===== config.mk =====
export PLATFORM = sky130hd
export DESIGN_NAME = mc_ctrl
export DESIGN_NICKNAME = d
export VERILOG_FILES = /design/src/rtl/mc_ctrl_pkg.sv /design/src/rtl/mc_ctrl_alu_funct_dec.sv /design/src/rtl/mc_ctrl.sv
export SDC_FILE = /design/constraint.sdc
export NUM_CORES = 1
export LEC_CHECK = 0
export ABC_AREA = 1
export CAP_MARGIN = 20
export CORE_UTILIZATION = 41
export CTS_CLUSTER_DIAMETER = 60
export CTS_CLUSTER_SIZE = 25
export DETAILED_ROUTE_END_ITERATION = 16
export MAX_ROUTING_LAYER = met4
export PLACE_DENSITY = 0.86
export SYNTH_ARGS = -nofsm -noshare
export SYNTH_HDL_FRONTEND = slang
export SYNTH_SLANG_ARGS = --single-unit
export TNS_END_PERCENT = 20

===== constraint.sdc =====
create_clock -name clk -period 1.7 [get_ports clk]
set_input_delay 0.17 -clock clk [delete_from_list [all_inputs] [get_ports clk]]
set_output_delay 0.17 -clock clk [all_outputs]
set_load 0.05 [all_outputs]

===== src/rtl/mc_ctrl_pkg.sv =====
`default_nettype none
// ============================================================================
// Module      : mc_ctrl_pkg
// Description : Shared encodings for the multicycle MIPS control FSM.
//               Holds the ALU operation selects, opcode and funct values,
//               operand-B and PC-source mux codes, and the 4-bit state
//               encoding that is also exported on the debug port.
// Revision    : 1.0 - initial release
// ============================================================================
package mc_ctrl_pkg;

  // ALU operation select
  localparam logic [1:0] ALU_SEL_ADD = 2'd0;
  localparam logic [1:0] ALU_SEL_SUB = 2'd1;
  localparam logic [1:0] ALU_SEL_OR  = 2'd2;
  localparam logic [1:0] ALU_SEL_SLT = 2'd3;

  // Opcodes (IR[31:26])
  localparam logic [5:0] OP_RTYPE = 6'h00;
  localparam logic [5:0] OP_J     = 6'h02;
  localparam logic [5:0] OP_BEQ   = 6'h04;
  localparam logic [5:0] OP_BNE   = 6'h05;
  localparam logic [5:0] OP_ADDIU = 6'h09;
  localparam logic [5:0] OP_ORI   = 6'h0D;
  localparam logic [5:0] OP_LW    = 6'h23;
  localparam logic [5:0] OP_SW    = 6'h2B;

  // R-type funct codes (IR[5:0])
  localparam logic [5:0] FUNCT_ADD  = 6'h20;
  localparam logic [5:0] FUNCT_ADDU = 6'h21;
  localparam logic [5:0] FUNCT_SUBU = 6'h23;
  localparam logic [5:0] FUNCT_OR   = 6'h25;
  localparam logic [5:0] FUNCT_SLT  = 6'h2A;

  // ALU operand-B mux
  localparam logic [1:0] SRCB_REG  = 2'd0;  // reg B (rt)
  localparam logic [1:0] SRCB_FOUR = 2'd1;  // constant 4
  localparam logic [1:0] SRCB_IMM  = 2'd2;  // extended immediate
  localparam logic [1:0] SRCB_BR   = 2'd3;  // sign-extended imm << 2

  // PC source mux
  localparam logic [1:0] PCSRC_ALU    = 2'd0;  // live ALU result
  localparam logic [1:0] PCSRC_ALUOUT = 2'd1;  // latched branch target
  localparam logic [1:0] PCSRC_JUMP   = 2'd2;  // jump target

  typedef enum logic [3:0] {
    S_FETCH    = 4'd0,
    S_DECODE   = 4'd1,
    S_EXEC_R   = 4'd2,
    S_WB_R     = 4'd3,
    S_EXEC_I   = 4'd4,
    S_WB_I     = 4'd5,
    S_MEM_ADDR = 4'd6,
    S_MEM_RD   = 4'd7,
    S_WB_MEM   = 4'd8,
    S_MEM_WR   = 4'd9,
    S_BRANCH   = 4'd10,
    S_JUMP     = 4'd11,
    S_HALT     = 4'd12
  } state_t;

endpackage
`default_nettype wire


===== src/rtl/mc_ctrl_alu_funct_dec.sv =====
`default_nettype none
// ============================================================================
// Module      : mc_ctrl_alu_funct_dec
// Description : Purely combinational R-type funct decoder.
//   funct          in  6  IR[5:0]
//   alu_sel        out 2  ALU operation for this funct (ADD when unsupported)
//   is_checked_add out 1  funct is signed ADD, whose overflow may trap
//   legal          out 1  funct is supported
// Revision    : 1.0 - initial release
// ============================================================================
module mc_ctrl_alu_funct_dec
  import mc_ctrl_pkg::*;
(
  input  logic [5:0] funct,
  output logic [1:0] alu_sel,
  output logic       is_checked_add,
  output logic       legal
);

  always_comb begin
    alu_sel        = ALU_SEL_ADD;
    is_checked_add = 1'b0;
    legal          = 1'b1;
    case (funct)
      FUNCT_ADD: begin
        alu_sel        = ALU_SEL_ADD;
        is_checked_add = 1'b1;
      end
      FUNCT_ADDU: alu_sel = ALU_SEL_ADD;
      FUNCT_SUBU: alu_sel = ALU_SEL_SUB;
      FUNCT_OR:   alu_sel = ALU_SEL_OR;
      FUNCT_SLT:  alu_sel = ALU_SEL_SLT;
      default:    legal   = 1'b0;
    endcase
  end

endmodule
`default_nettype wire


===== src/rtl/mc_ctrl.sv =====
`default_nettype none
// ============================================================================
// Module      : mc_ctrl
// Description : Multicycle control FSM for the MIPS core. Sequences
//               FETCH/DECODE/EXEC/MEM/WB, drives ALU and datapath mux
//               controls, and handshakes with one shared memory port.
//   clk, rst                 clock; asynchronous active-high reset
//   instr_op, instr_funct    IR[31:26], IR[5:0]
//   alu_zero, alu_overflow   ALU flags
//   mem_ready                memory accepted/completed the current request
//   alu_sel, alu_src_a/b, imm_zext          ALU controls
//   pc_we, pc_src, ir_we, iord              PC / IR / address controls
//   mem_req, mem_we                         memory request
//   reg_we, reg_dst, mem_to_reg             register-file write controls
//   illegal, exc_ovf                        sticky exception flags
//   state_o                                 current state (debug)
// Revision    : 1.0 - initial release
// ============================================================================
module mc_ctrl #(
  parameter bit TRAP_ON_OVERFLOW = 1'b1
) (
  input  logic       clk,
  input  logic       rst,
  input  logic [5:0] instr_op,
  input  logic [5:0] instr_funct,
  input  logic       alu_zero,
  input  logic       alu_overflow,
  input  logic       mem_ready,
  output logic [1:0] alu_sel,
  output logic       alu_src_a,
  output logic [1:0] alu_src_b,
  output logic       imm_zext,
  output logic       pc_we,
  output logic [1:0] pc_src,
  output logic       ir_we,
  output logic       iord,
  output logic       mem_req,
  output logic       mem_we,
  output logic       reg_we,
  output logic       reg_dst,
  output logic       mem_to_reg,
  output logic       illegal,
  output logic       exc_ovf,
  output logic [3:0] state_o
);
  import mc_ctrl_pkg::*;

  state_t     r_state;
  state_t     w_next_state;
  logic       r_illegal;
  logic       r_exc_ovf;
  logic       r_ovf;          // overflow of a checked ADD, captured in EXEC_R
  logic       w_set_illegal;
  logic       w_set_exc_ovf;

  logic [1:0] w_dec_sel;
  logic       w_dec_checked;
  logic       w_dec_legal;

  mc_ctrl_alu_funct_dec u_funct_dec (
    .funct          (instr_funct),
    .alu_sel        (w_dec_sel),
    .is_checked_add (w_dec_checked),
    .legal          (w_dec_legal)
  );

  always_ff @(posedge clk or posedge rst) begin
    if (rst) begin
      r_state   <= S_FETCH;
      r_illegal <= 1'b0;
      r_exc_ovf <= 1'b0;
      r_ovf     <= 1'b0;
    end else begin
      r_state <= w_next_state;
      if (w_set_illegal) r_illegal <= 1'b1;
      if (w_set_exc_ovf) r_exc_ovf <= 1'b1;
      if (r_state == S_EXEC_R) r_ovf <= alu_overflow & w_dec_checked;
    end
  end

  always_comb begin
    w_next_state  = r_state;
    w_set_illegal = 1'b0;
    w_set_exc_ovf = 1'b0;
    alu_sel       = ALU_SEL_ADD;
    alu_src_a     = 1'b0;
    alu_src_b     = SRCB_REG;
    imm_zext      = 1'b0;
    pc_we         = 1'b0;
    pc_src        = PCSRC_ALU;
    ir_we         = 1'b0;
    iord          = 1'b0;
    mem_req       = 1'b0;
    mem_we        = 1'b0;
    reg_we        = 1'b0;
    reg_dst       = 1'b0;
    mem_to_reg    = 1'b0;

    case (r_state)
      S_FETCH: begin
        // PC + 4 is computed every cycle; it is only committed with the IR.
        mem_req   = 1'b1;
        alu_src_b = SRCB_FOUR;
        if (mem_ready) begin
          ir_we        = 1'b1;
          pc_we        = 1'b1;
          w_next_state = S_DECODE;
        end
      end
      S_DECODE: begin
        // Branch target is formed speculatively and latched in ALUOut.
        alu_src_b = SRCB_BR;
        case (instr_op)
          OP_RTYPE:         w_next_state = S_EXEC_R;
          OP_ADDIU, OP_ORI: w_next_state = S_EXEC_I;
          OP_LW, OP_SW:     w_next_state = S_MEM_ADDR;
          OP_BEQ, OP_BNE:   w_next_state = S_BRANCH;
          OP_J:             w_next_state = S_JUMP;
          default: begin
            w_next_state  = S_HALT;
            w_set_illegal = 1'b1;
          end
        endcase
      end
      S_EXEC_R: begin
        alu_src_a = 1'b1;
        alu_sel   = w_dec_sel;
        if (w_dec_legal) begin
          w_next_state = S_WB_R;
        end else begin
          w_next_state  = S_HALT;
          w_set_illegal = 1'b1;
        end
      end
      S_WB_R: begin
        reg_we       = 1'b1;
        reg_dst      = 1'b1;
        w_next_state = S_FETCH;
        if (r_ovf && TRAP_ON_OVERFLOW) begin
          reg_we        = 1'b0;
          w_set_exc_ovf = 1'b1;
          w_next_state  = S_HALT;
        end
      end
      S_EXEC_I: begin
        alu_src_a = 1'b1;
        alu_src_b = SRCB_IMM;
        if (instr_op == OP_ORI) begin
          alu_sel  = ALU_SEL_OR;
          imm_zext = 1'b1;
        end
        w_next_state = S_WB_I;
      end
      S_WB_I: begin
        reg_we       = 1'b1;
        w_next_state = S_FETCH;
      end
      S_MEM_ADDR: begin
        alu_src_a    = 1'b1;
        alu_src_b    = SRCB_IMM;
        w_next_state = (instr_op == OP_SW) ? S_MEM_WR : S_MEM_RD;
      end
      S_MEM_RD: begin
        mem_req = 1'b1;
        iord    = 1'b1;
        if (mem_ready) w_next_state = S_WB_MEM;
      end
      S_WB_MEM: begin
        reg_we       = 1'b1;
        mem_to_reg   = 1'b1;
        w_next_state = S_FETCH;
      end
      S_MEM_WR: begin
        mem_req = 1'b1;
        mem_we  = 1'b1;
        iord    = 1'b1;
        if (mem_ready) w_next_state = S_FETCH;
      end
      S_BRANCH: begin
        alu_src_a    = 1'b1;
        alu_sel      = ALU_SEL_SUB;
        pc_src       = PCSRC_ALUOUT;
        pc_we        = (instr_op == OP_BEQ) ? alu_zero : ~alu_zero;
        w_next_state = S_FETCH;
      end
      S_JUMP: begin
        pc_we        = 1'b1;
        pc_src       = PCSRC_JUMP;
        w_next_state = S_FETCH;
      end
      S_HALT: w_next_state = S_HALT;
      default: w_next_state = S_HALT;
    endcase

    // Reset squashes every output combinationally so an in-flight memory
    // request is withdrawn in the same cycle reset is raised.
    if (rst) begin
      alu_sel    = ALU_SEL_ADD;
      alu_src_a  = 1'b0;
      alu_src_b  = SRCB_REG;
      imm_zext   = 1'b0;
      pc_we      = 1'b0;
      pc_src     = PCSRC_ALU;
      ir_we      = 1'b0;
      iord       = 1'b0;
      mem_req    = 1'b0;
      mem_we     = 1'b0;
      reg_we     = 1'b0;
      reg_dst    = 1'b0;
      mem_to_reg = 1'b0;
    end
  end

  assign illegal = r_illegal & ~rst;
  assign exc_ovf = r_exc_ovf & ~rst;
  assign state_o = rst ? 4'd0 : r_state;

endmodule
`default_nettype wire


==> flow_summary.ini <==
[status]
status = finished with violations
violations = negative setup slack

[timing]
finalSetupViolCount = 16
slew_headroom_pct = 75.7
finalHoldViolCount = 0
rsz0062_at_grt = yes
finalCriticalPeriod_ps = 1900
period_share_pct = 112
setup_ws_ps = -202
fmax_mhz = 526
report.final.slew_viol_count = 0
finClkSkew_ps = 2.54
worstMarginPinSlew_ps = 361
hold_slack_ps = 462

[clock_network]
cts_root_buffer = clkbuf_4
clk-insertion-delay-late_ps = 260
htreeDepth = 1
cts_buffers = 3
clk_pin_slew_ps = 60
cts_sinks = 7
cts_buffer_depth = 2
cts_tree = done
hold_buffers = 0

[floorplan]
design.die.area_um2 = 2290
fp.dieW_um = 47.8
num_rows = 16
core_um2 = 1960
io_pins = 39
die_h_um = 47.8
start_util_pct = 43.9

[global_route]
grt_max_degree = 12
track_usage_pct = 37.0
grt_pass1_vias = 1304
grt_pass1_wl_um = 5690
grt_antenna_before_repair = 0
overflow = 0

[place]
place.gp.congestion = 0.922
postPlaceCellArea_um2 = 1610
port_buffers = 38
place_worst_setup_slack_ps = -78.2
dpl.cell_count = 234
hpwl_um = 2570

[drt]
viasPerCell = 6.27
drtIter0Drc = 126
via_count = 1560
wirelength_um = 5330
drc = 0
drt_pass1_iterations = 5
wl_per_cell_um = 21.4
antenna_left = 0

[setup_path]
timing.rr.start = r_state[2]
path_max_fanout = 4
endpoint = alu_sel[1]
critPathCaptureType = output port
startpoint = instr_funct[1]
crit_type = in2out
r2r-end = r_state[3]
ff2ff_setup_slack_ps = -20
arrival_ps = 1730
start_kind = primary input
cp_data_required_time_ps = 1530
rr_worst_depth = 8

[synthesis]
synth-seq-area-share_pct = 20.3
synth_top_area_share_pct = 20.3
async_flop_share_pct = 100
yosys_register_bits = 7
synth-main-ff-cell = dfrtp_1
synth_top_area_cell = dfrtp_1
synth_common_cells = nor2_1 (37), nand2_1 (31), inv_1 (20)
synth.top_cells.by_area = dfrtp_1 (20%), nor2_1 (16%), nand2_1 (14%)
synthCells = 156
synth_edf_count = 0
synth_nets = 173
synthDistinctLibCells = 25
yosysMostFrequentCell = nor2_1
yosys_warnings = 0
syn_avg_cell_area_um2 = 5.52
synthesis.area_um2 = 861

[hold_path]
hp-class = in2reg

[pwr]
powerDensity_nw_per_um2 = 272
ir_drop_uv = 397
p_leak_nw = 0.865

[layout]
area_growth_pct = 110
antenna_cells = 0
fin_util_pct = 92.3
final_cells = 249
final_nets = 240
drive_gt1_share_pct = 42.8
fin_area_um2 = 1810

[run]
cap_violations = 0
## area by class of cell
class / instances / area [um2]
clock buffer: 4 / 26.3
sequential: 7 / 180
tap: 27 / 33.8
timing repair buffer: 64 / 788
inverter: 26 / 103
multi-input combinational: 121 / 681
fill: 80 / 150
## where the power goes
part           switching [mW]  internal (mW)  leakage (nW)
sequential                  0          0.166        0.0729
clock                  0.0765         0.0906        0.0150
combinational          0.0869         0.0717         0.777
total                   0.163          0.329         0.865
## placed cells by master (no fill, tap or decap), types with 2 or more instances in the layout
cell type and n:
nand3_1 17, nor2_2 9, nor3_2 2, inv_2 8
dlygate4sd2_1 2, clkdlybuf4s50_1 14, dfrtp_2 4, nor2_1 28
nand2_1 28, buf_4 26, nor2_4 6, buf_12 21
clkbuf_4 3, nand2_4 3, nand3_2 2, nand4_1 5
inv_1 16, nand2_2 3, o21ai_1 2, dfrtp_1 3
nor3_1 3, inv_4 2
## flip-flops by register name, summed over array words and instances, names as in the netlist
name and flops:
r_exc_ovf 1, r_illegal 1, r_ovf 1, r_state 4
## critical path, cell delays in order
cell             delay [ps]
clkdlybuf4s50_1         580
nand2_1                 110
nand3b_1                280
nand2_1                 150
nand2_1                  80
a22oi_2                 200
buf_12                  170
## worst min-delay path by stage
stage / from / to / slack, ps / cells past startpoint
after floorplan: rst / r_exc_ovf / 240 / 2
after global placement: r_exc_ovf / r_exc_ovf / 440 / 2
after detailed placement: r_exc_ovf / r_exc_ovf / 440 / 2
after CTS: rst / r_illegal / 420 / 3
after global routing: alu_overflow / r_ovf / 500 / 3
final: alu_overflow / r_ovf / 460 / 3
## timing repair
item / 4_1_cts / 5_1_grt
setup endpoints to repair: 10 / 12
pin swaps: 5 / 5
setup buffers: 7 / 4
cloned: 0 / 0
gates resized for setup: 18 / 19
## metrics by stage
| step | power, mW | setup TNS [ps] |
|---|---|---|
| 3_3_place_gp | 0.304 | -13.4 |
| 6_report | 0.492 | -1070 |
| 3_5_place_dp | 0.311 | -147 |
| 2_1_floorplan | 0.221 | -697 |
| 4_1_cts | 0.467 | -21.0 |
| 5_1_grt | 0.508 | -1630 |
## logic make-up after synthesis
kind of cell / count (synthesis) / share of synthesized area [%]
simple gates: 108 / 57.6
compound gates: 12 / 8.87
xor+xnor: 1 / 1.02
flops: 7 / 20.3
buf+inv: 28 / 12.2
## metal layers
layer  wire, um  vias up  GRT usage, %  part of all wire (%)
li1           -      636             -                     -
met1       1700      710          40.0                    32
met2       2540      150          64.3                    48
met3        639       64          9.43                    12
met4        439        0          14.4                   8.2
met5          0        -             -                     0
(Power assumes the default switching activity.)
